$ cat config.mk
export PLATFORM = sky130hd
export DESIGN_NAME = register_file_flat
export DESIGN_NICKNAME = d
export VERILOG_FILES = /design/src/rtl/register_file_if.sv /design/src/rtl/register_file.sv /design/src/flat_wrapper.sv
export SDC_FILE = /design/constraint.sdc
export NUM_CORES = 1
export LEC_CHECK = 0
export ABC_AREA = 1
export CAP_MARGIN = 20
export CORE_MARGIN = 4
export CORE_UTILIZATION = 59
export CTS_CLUSTER_DIAMETER = 50
export CTS_CLUSTER_SIZE = 24
export DETAILED_ROUTE_END_ITERATION = 8
export PLACE_DENSITY_LB_ADDON = 0.1
export REMOVE_ABC_BUFFERS = 1
export SETUP_SLACK_MARGIN = 0.1
export SYNTH_ARGS = -nofsm -noshare
export SYNTH_HDL_FRONTEND = slang
export SYNTH_SLANG_ARGS = --single-unit
$ cat constraint.sdc
create_clock -name clk -period 5.7 [get_ports clk]
set_input_delay 0.57 -clock clk [delete_from_list [all_inputs] [get_ports clk]]
set_output_delay 0.57 -clock clk [all_outputs]
set_load 0.02 [all_outputs]
$ cat src/rtl/register_file_if.sv
// Operand/write-back bus between the ALU/sequencer (master) and the register bank (slave).
interface register_file_if;
  logic [3:0]  rd_sel_A;
  logic [3:0]  rd_sel_B;
  logic [7:0]  rd_A;
  logic [7:0]  rd_B;
  logic        wr_en;
  logic [3:0]  wr_sel;
  logic [7:0]  wr_data;
  logic        flags_we;
  logic [3:0]  next_flags;
  logic [3:0]  curr_flags;
  logic        addr_we;
  logic [2:0]  addr_sel;
  logic [15:0] addr_data;
  logic        PC_inc_h;
  logic        PC_dec_h;
  logic        SP_inc_h;
  logic        SP_dec_h;
  logic        pc_inc;
  logic [15:0] pc;
  logic [15:0] sp;
  logic [15:0] hl;
  logic [15:0] wz;
  logic        fix_pending;

  modport master (
    output rd_sel_A, rd_sel_B, wr_en, wr_sel, wr_data, flags_we, next_flags,
           addr_we, addr_sel, addr_data, PC_inc_h, PC_dec_h, SP_inc_h, SP_dec_h, pc_inc,
    input  rd_A, rd_B, curr_flags, pc, sp, hl, wz, fix_pending
  );

  modport slave (
    input  rd_sel_A, rd_sel_B, wr_en, wr_sel, wr_data, flags_we, next_flags,
           addr_we, addr_sel, addr_data, PC_inc_h, PC_dec_h, SP_inc_h, SP_dec_h, pc_inc,
    output rd_A, rd_B, curr_flags, pc, sp, hl, wz, fix_pending
  );
endinterface

$ cat src/rtl/register_file.sv
// CPU register bank: operand reads, ALU write-back, and the deferred PC/SP high-byte
// fixup that completes a signed low-byte add one cycle later.
module register_file (
  input  logic           clk,
  input  logic           rst,
  register_file_if.slave rf
);
  typedef enum logic [1:0] {FIX_NONE, FIX_INC, FIX_DEC} fix_e;

  localparam logic [3:0] R_B = 4'd0, R_C = 4'd1, R_D = 4'd2, R_E = 4'd3, R_H = 4'd4,
                         R_L = 4'd5, R_F = 4'd6, R_A = 4'd7, R_SPH = 4'd8, R_SPL = 4'd9,
                         R_PCH = 4'd10, R_PCL = 4'd11, R_W = 4'd12, R_Z = 4'd13;
  localparam logic [2:0] P_BC = 3'd0, P_DE = 3'd1, P_HL = 3'd2, P_SP = 3'd3, P_PC = 3'd4,
                         P_WZ = 3'd5;

  logic [7:0]  a_q, b_q, c_q, d_q, e_q, h_q, l_q, w_q, z_q;
  logic [7:0]  a_d, b_d, c_d, d_d, e_d, h_d, l_d, w_d, z_d;
  logic [3:0]  f_q, f_d;
  logic [15:0] sp_q, sp_d, pc_q, pc_d;
  fix_e        pc_fix_q, pc_fix_d, sp_fix_q, sp_fix_d;
  logic [7:0]  rd_view [16];
  logic        pc_explicit;

  function automatic fix_e fix_of(input logic inc, input logic dec);
    if (inc && !dec)      return FIX_INC;
    else if (dec && !inc) return FIX_DEC;
    else                  return FIX_NONE;
  endfunction

  function automatic logic [7:0] adj_hi(input logic [7:0] hi, input fix_e fix);
    case (fix)
      FIX_INC: return hi + 8'd1;
      FIX_DEC: return hi - 8'd1;
      default: return hi;
    endcase
  endfunction

  assign pc_explicit = (rf.wr_en && (rf.wr_sel == R_PCH || rf.wr_sel == R_PCL)) ||
                       (rf.addr_we && rf.addr_sel == P_PC);

  // Lowest priority is applied first so later assignments override it.
  always_comb begin
    a_d = a_q; b_d = b_q; c_d = c_q; d_d = d_q; e_d = e_q;
    h_d = h_q; l_d = l_q; w_d = w_q; z_d = z_q; f_d = f_q;
    pc_d = {adj_hi(pc_q[15:8], pc_fix_q), pc_q[7:0]};
    sp_d = {adj_hi(sp_q[15:8], sp_fix_q), sp_q[7:0]};
    if (rf.pc_inc && !pc_explicit) pc_d = pc_d + 16'd1;
    if (rf.wr_en) begin
      case (rf.wr_sel)
        R_B:     b_d = rf.wr_data;
        R_C:     c_d = rf.wr_data;
        R_D:     d_d = rf.wr_data;
        R_E:     e_d = rf.wr_data;
        R_H:     h_d = rf.wr_data;
        R_L:     l_d = rf.wr_data;
        R_F:     f_d = rf.wr_data[7:4];
        R_A:     a_d = rf.wr_data;
        R_SPH:   sp_d[15:8] = rf.wr_data;
        R_SPL:   sp_d[7:0]  = rf.wr_data;
        R_PCH:   pc_d[15:8] = rf.wr_data;
        R_PCL:   pc_d[7:0]  = rf.wr_data;
        R_W:     w_d = rf.wr_data;
        R_Z:     z_d = rf.wr_data;
        default: ;
      endcase
    end
    if (rf.flags_we) f_d = rf.next_flags;
    if (rf.addr_we) begin
      case (rf.addr_sel)
        P_BC:    {b_d, c_d} = rf.addr_data;
        P_DE:    {d_d, e_d} = rf.addr_data;
        P_HL:    {h_d, l_d} = rf.addr_data;
        P_SP:    sp_d = rf.addr_data;
        P_PC:    pc_d = rf.addr_data;
        P_WZ:    {w_d, z_d} = rf.addr_data;
        default: ;
      endcase
    end
    pc_fix_d = (rf.wr_en && rf.wr_sel == R_PCL) ? fix_of(rf.PC_inc_h, rf.PC_dec_h) : FIX_NONE;
    sp_fix_d = (rf.wr_en && rf.wr_sel == R_SPL) ? fix_of(rf.SP_inc_h, rf.SP_dec_h) : FIX_NONE;
  end

  always_ff @(posedge clk) begin
    if (rst) begin
      a_q <= 8'h00; b_q <= 8'h00; c_q <= 8'h00; d_q <= 8'h00; e_q <= 8'h00;
      h_q <= 8'h00; l_q <= 8'h00; w_q <= 8'h00; z_q <= 8'h00; f_q <= 4'h0;
      sp_q <= 16'hFFFE;
      pc_q <= 16'h0000;
      pc_fix_q <= FIX_NONE;
      sp_fix_q <= FIX_NONE;
    end else begin
      a_q <= a_d; b_q <= b_d; c_q <= c_d; d_q <= d_d; e_q <= e_d;
      h_q <= h_d; l_q <= l_d; w_q <= w_d; z_q <= z_d; f_q <= f_d;
      sp_q <= sp_d;
      pc_q <= pc_d;
      pc_fix_q <= pc_fix_d;
      sp_fix_q <= sp_fix_d;
    end
  end

  always_comb begin
    for (int i = 0; i < 16; i++) rd_view[i] = 8'hFF;
    rd_view[R_B]   = b_q;
    rd_view[R_C]   = c_q;
    rd_view[R_D]   = d_q;
    rd_view[R_E]   = e_q;
    rd_view[R_H]   = h_q;
    rd_view[R_L]   = l_q;
    rd_view[R_F]   = {f_q, 4'b0000};
    rd_view[R_A]   = a_q;
    rd_view[R_SPH] = sp_q[15:8];
    rd_view[R_SPL] = sp_q[7:0];
    rd_view[R_PCH] = pc_q[15:8];
    rd_view[R_PCL] = pc_q[7:0];
    rd_view[R_W]   = w_q;
    rd_view[R_Z]   = z_q;
  end

  assign rf.rd_A        = rd_view[rf.rd_sel_A];
  assign rf.rd_B        = rd_view[rf.rd_sel_B];
  assign rf.curr_flags  = f_q;
  assign rf.pc          = pc_q;
  assign rf.sp          = sp_q;
  assign rf.hl          = {h_q, l_q};
  assign rf.wz          = {w_q, z_q};
  assign rf.fix_pending = (pc_fix_q != FIX_NONE) || (sp_fix_q != FIX_NONE);
endmodule

$ cat src/flat_wrapper.sv
// flat-port wrapper written by rule: the top's interface ports become plain ports
module register_file_flat 
  (clk, rst, rf_rd_sel_A, rf_rd_sel_B, rf_wr_en, rf_wr_sel, rf_wr_data, rf_flags_we, rf_next_flags, rf_addr_we, rf_addr_sel, rf_addr_data, rf_PC_inc_h, rf_PC_dec_h, rf_SP_inc_h, rf_SP_dec_h, rf_pc_inc, rf_rd_A, rf_rd_B, rf_curr_flags, rf_pc, rf_sp, rf_hl, rf_wz, rf_fix_pending);
  register_file_if rf_i ();
  input  logic clk;
  input  logic rst;
  input wire logic [$bits(rf_i.rd_sel_A)-1:0] rf_rd_sel_A;
  input wire logic [$bits(rf_i.rd_sel_B)-1:0] rf_rd_sel_B;
  input wire logic [$bits(rf_i.wr_en)-1:0] rf_wr_en;
  input wire logic [$bits(rf_i.wr_sel)-1:0] rf_wr_sel;
  input wire logic [$bits(rf_i.wr_data)-1:0] rf_wr_data;
  input wire logic [$bits(rf_i.flags_we)-1:0] rf_flags_we;
  input wire logic [$bits(rf_i.next_flags)-1:0] rf_next_flags;
  input wire logic [$bits(rf_i.addr_we)-1:0] rf_addr_we;
  input wire logic [$bits(rf_i.addr_sel)-1:0] rf_addr_sel;
  input wire logic [$bits(rf_i.addr_data)-1:0] rf_addr_data;
  input wire logic [$bits(rf_i.PC_inc_h)-1:0] rf_PC_inc_h;
  input wire logic [$bits(rf_i.PC_dec_h)-1:0] rf_PC_dec_h;
  input wire logic [$bits(rf_i.SP_inc_h)-1:0] rf_SP_inc_h;
  input wire logic [$bits(rf_i.SP_dec_h)-1:0] rf_SP_dec_h;
  input wire logic [$bits(rf_i.pc_inc)-1:0] rf_pc_inc;
  output wire logic [$bits(rf_i.rd_A)-1:0] rf_rd_A;
  output wire logic [$bits(rf_i.rd_B)-1:0] rf_rd_B;
  output wire logic [$bits(rf_i.curr_flags)-1:0] rf_curr_flags;
  output wire logic [$bits(rf_i.pc)-1:0] rf_pc;
  output wire logic [$bits(rf_i.sp)-1:0] rf_sp;
  output wire logic [$bits(rf_i.hl)-1:0] rf_hl;
  output wire logic [$bits(rf_i.wz)-1:0] rf_wz;
  output wire logic [$bits(rf_i.fix_pending)-1:0] rf_fix_pending;
  assign rf_i.rd_sel_A = rf_rd_sel_A;
  assign rf_i.rd_sel_B = rf_rd_sel_B;
  assign rf_i.wr_en = rf_wr_en;
  assign rf_i.wr_sel = rf_wr_sel;
  assign rf_i.wr_data = rf_wr_data;
  assign rf_i.flags_we = rf_flags_we;
  assign rf_i.next_flags = rf_next_flags;
  assign rf_i.addr_we = rf_addr_we;
  assign rf_i.addr_sel = rf_addr_sel;
  assign rf_i.addr_data = rf_addr_data;
  assign rf_i.PC_inc_h = rf_PC_inc_h;
  assign rf_i.PC_dec_h = rf_PC_dec_h;
  assign rf_i.SP_inc_h = rf_SP_inc_h;
  assign rf_i.SP_dec_h = rf_SP_dec_h;
  assign rf_i.pc_inc = rf_pc_inc;
  assign rf_rd_A = rf_i.rd_A;
  assign rf_rd_B = rf_i.rd_B;
  assign rf_curr_flags = rf_i.curr_flags;
  assign rf_pc = rf_i.pc;
  assign rf_sp = rf_i.sp;
  assign rf_hl = rf_i.hl;
  assign rf_wz = rf_i.wz;
  assign rf_fix_pending = rf_i.fix_pending;
  register_file u_core (.clk(clk), .rst(rst), .rf(rf_i));
endmodule
======== After elaboration in Yosys (flattened, before gate mapping) ========
Index checks and enable logic that the tools add are counted.
Widths: inputs -> output; s select.
cells by class
  add/subtract/negate cells ............... 5
  order comparisons ....................... 2
  equal/unequal tests ..................... 22
  multiplexer cells ....................... 58
  bitwise gates (word level) .............. 4
  reduce and logical (&&, ||, !) cells .... 29
operators by type and width
  cell                   number
  $mux 8                 40
  $mux 16                7
  $bmux 8 s4             2
  $pmux 8 s2             2
  $eq 4x4->1 const B     6
  $add 16x1->16 const B  1
  $add 8x1->8 const B    2
  $eq 4x3->1 const B     4
  $sub 8x1->8 const B    2
  $mux 4                 3
  $ge 5x5->1 const B     2
  $not 4->5              2
  $logic_and 1x1->1      9
  $eq 4x2->1 const B     2
  $reduce_bool 2->1      4
  $eq 3x2->1 const B     2
  $eq 3x3->1 const B     2
  $reduce_or 3->1        2
  $logic_not 1->1        5
  $eq 2x1->1 const B     2
  $eq 2x2->1 const B     2
  $eq 4x1->1 const B     1
  $logic_not 4->1        1
  $mux 2                 2
  other kinds (7)        13
word-level totals
  register bits after elaboration ......... 112
  input port bits ......................... 53
  output and inout bits ................... 85
  word-level logic and storage cells ...... 136

======== Depth between registers and ports, before layout ========
  depth after elaboration ................. 11
  gate-level depth with buffers ........... 20
  gate-level depth less buffers ........... 20

======== Worst setup path after synthesis ========
Ideal clock, no wire load.
  path type ............................... input-to-output
  start ................................... input rf_rd_sel_B[0]
  end ..................................... output rf_rd_B[0]
  arrival ................................. 1919 ps
  slack ................................... 3211 ps
  stages on the path ...................... 7
  buffers on the path ..................... 2
  path through ............................ inv_1 clkbuf_1 clkbuf_1 nor2_1 o22ai_1 nor2_1 o21ai_0
on the way
  cells in the longest elaborated chain, start to end .. 4
RTL lines
  element                                    line                  text
  start, declared                            flat_wrapper.sv:8     input wire logic [$bits(rf_i.rd_sel_B)-1:0] rf_rd_sel_B;
  $not 4->5 (not written as such)            register_file.sv:120  assign rf.rd_B = rd_view[rf.rd_sel_B];
  $bmux 8 s4                                 register_file.sv:120
  $mux 8 (not written as such) (2 in a row)  register_file.sv:120
  end, declared                              flat_wrapper.sv:23    output wire logic [$bits(rf_i.rd_B)-1:0] rf_rd_B;
No other way between the ends. The select of a mux whose other input is x is not followed.

======== Worst setup path after layout ========
  start ................................... input rf_rd_sel_B[0]
  end ..................................... output rf_rd_B[7]
Same word-level chain as after synthesis.

==> flow_summary.toml <==
[synth]
synth.cell_area_um2 = 8315
yosysUniqueCellTypes = 42
netlist_instances = 1374
synth_fa_ha_area_frac = 0.02197
yosys.area_share.simple = 0.2298
avgSynthCellArea_um2 = 6.052
ys_seq_area_frac = 0.2696
synth_xor_area_frac = 0.008426
synth_compound_area_frac = 0.3455
ys_ff_latch = 112
synth_top_family_by_area = "compound AO/OA/AOI/OAI gates"
yosysWarnings = 0
synthMuxAreaShare = 0

[timing]
min_period_ps = 4107
tns_ps = 0
tightest_slew_ps = 1107
hold_slack_ps = 512.6
hold_viol_final = 0
period_share = 0.7205
finalSetupViolations = 0
fmax_ghz = 0.2435
clock_skew_ps = 7.909
drv_slew = 0
rsz0062_at_grt = "false"
slew_headroom = 0.2580

[pwr]
irDropWorstVdd_mv = 0.1372
leakage_uw = 0.004577
power_density_nw_per_um2 = 203.4

[floorplan]
initial_core_util = 0.6014
rows = 43
pin_count = 138
core_um2 = 13830
die_height_um = 126.7
die_area_um2 = 16060
die_x_um = 126.7

[worst_setup_path]
crit_fanout = 59
worstSetupPathType = "in2out"
worstPathCellList = "buf_2, inv_1, buf_4, a21oi_1, o21ai_0, a21oi_1, a21oi_1, o21ai_0, clkdlybuf4s50_1"
required_ps = 5130
crit_cells = 9
cp_common_cell = "a21oi_1"
startpoint_type = "input pin"
cp_num_buf_inv = 4
rr_worst_depth = 18
crit_family = "buffers and inverters"
cpMaxStageDelayCell = "buf_2"
slowest_delay_ps = 770
crit_path_end_kind = "output port"
cp.arrival_ps = 3540

[drt]
drc_errors = 0
via_per_inst = 6.107
first_iter_violations = 1631
via_count = 9985
wl_per_cell_um = 18.53
drt_pass1_iterations = 6
ant_nets = 0
wirelength_um = 30290

[clock_tree]
htree_levels = 3
cts_resized = 0
cts_made_buffers = 9
cts_hold_buf = 0
clock_latency_ps = 360
clk_path_buf_depth = 2
post_cts_buffers = 0
clock_sinks = 112
cts_root_buf = "clkbuf_16"
clkTransAtPathRegs_ps = 70
cts_tree = "yes"

[global_routing]
antenna_found_initial = 0
grtUsageTotal = 0.3704
grt_pass1_wl_um = 47930
grt.overflow.total = 0
grt_pass1_vias = 8893
grt_max_degree = 60

[final_layout]
final_common_cell = "o21ai_0"
seqCellArea_um2 = 2242
multiInputGateArea_um2 = 5041
syn_to_final_growth_pct = 19.95
drive_above_1_share = 0.03986
n_antenna_cell = 0
fillCellCount = 1216
final_cell_mix = "o21ai_0, nand2_1, inv_1, clkdlybuf4s50_1, a21oi_1"
final_net_count = 1517

[place]
gp_congestion = 0.9968
io_buffers = 137
hpwl_um = 22320

[hold_path]
hold_depth = 2
hold_class = "reg2reg"

[outcome]
status = "completed"

[flow_run]
maxCapViolations = 0
## worst paths after layout
kind                                start                       to  slack (ps)
setup / recovery           rf_rd_sel_B[0]               rf_rd_B[7]        1590
hold / removal    u_core.rf.curr_flags[0]  u_core.rf.curr_flags[0]         510
setup reg to reg       u_core.pc_fix_q[0]         u_core.rf.pc[15]        2860
hold reg to reg   u_core.rf.curr_flags[0]  u_core.rf.curr_flags[0]         510
## logic make-up after synthesis
group	after synthesis
AOI/OAI and AO/OA	516
and+or+nand+nor	453
buffers and inverters	271
DFF	112
adders and majority gates	14
xor gates and xnor gates	8
## cells in the mapped netlist, drive strengths merged
master,count,share of area
a21boi,1,0.00090
nand3b,2,0.0018
a31oi,5,0.0038
ha,13,0.020
inv,179,0.081
o221a,1,0.0014
nor3,9,0.0054
o21ai,289,0.17
a21oi,119,0.072
o21a,1,0.00090
o211ai,30,0.027
nor4,1,0.00075
nand4,7,0.0053
a32oi,6,0.0063
clkinv,7,0.0032
o22ai,4,0.0038
xor2,5,0.0053
nand3,77,0.049
clkbuf,77,0.035
o21bai,58,0.053
fa,1,0.0024
nor2,83,0.041
and2,2,0.0015
xnor2,3,0.0032
o221ai,2,0.0021
dfxtp,112,0.27
buf,8,0.0059
nand2,272,0.12
## tightest hold or removal path, cell delays in order, from the launching register on
cell and delay (ps):
dfxtp_1 330, nand2_1 70, a31oi_1 70
## metrics by stage
stage / area [µm²] / util / power, µW / cells / worst slack [ps]
after global routing: 9975 / 0.7214 / 2108 / 1635 / 1395
after global placement: 9666 / 0.6990 / 1356 / 1619 / 1727
after detailed placement: 9666 / 0.6990 / 1362 / 1619 / 1712
after CTS: 9975 / 0.7214 / 2018 / 1635 / 1712
after floorplan: 7976 / - / 1124 / 1289 / 3122
final: 9975 / 0.7214 / 2029 / 1635 / 1593
## area by class of cell
class / count / share of cell area
Multi-Input combinational cell: 991 / 0.5054
Tap cell: 180 / 0.02258
Clock inverter: 4 / 0.005268
Clock buffer: 12 / 0.02571
Inverter: 186 / 0.06999
Timing Repair Buffer: 150 / 0.1463
Sequential cell: 112 / 0.2248
## report_power, final
group / total [µW] / internal (µW) / switching (µW)
combinational: 493 / 195 / 299
sequential: 864 / 817 / 46.7
clock: 672 / 367 / 305
## registers in the layout, summed over array words and instances (netlist names)
register              count
u_core.e_q                8
u_core.h_q                8
u_core.w_q                8
u_core.b_q                8
u_core.l_q                8
u_core.rf.curr_flags      4
u_core.c_q                8
u_core.d_q                8
u_core.sp_fix_q           2
u_core.pc_fix_q           2
u_core.rf.sp             16
u_core.rf.pc             16
u_core.z_q                8
u_core.a_q                8
## layer usage
metal	up-vias	part of all wire	GRT usage
li1	4728	-	-
met1	4485	0.40	0.5043
met2	672	0.44	0.5738
met3	100	0.12	0.06821
met4	0	0.044	0.1609
met5	-	0	0
Power figures use the tool's default switching activity.
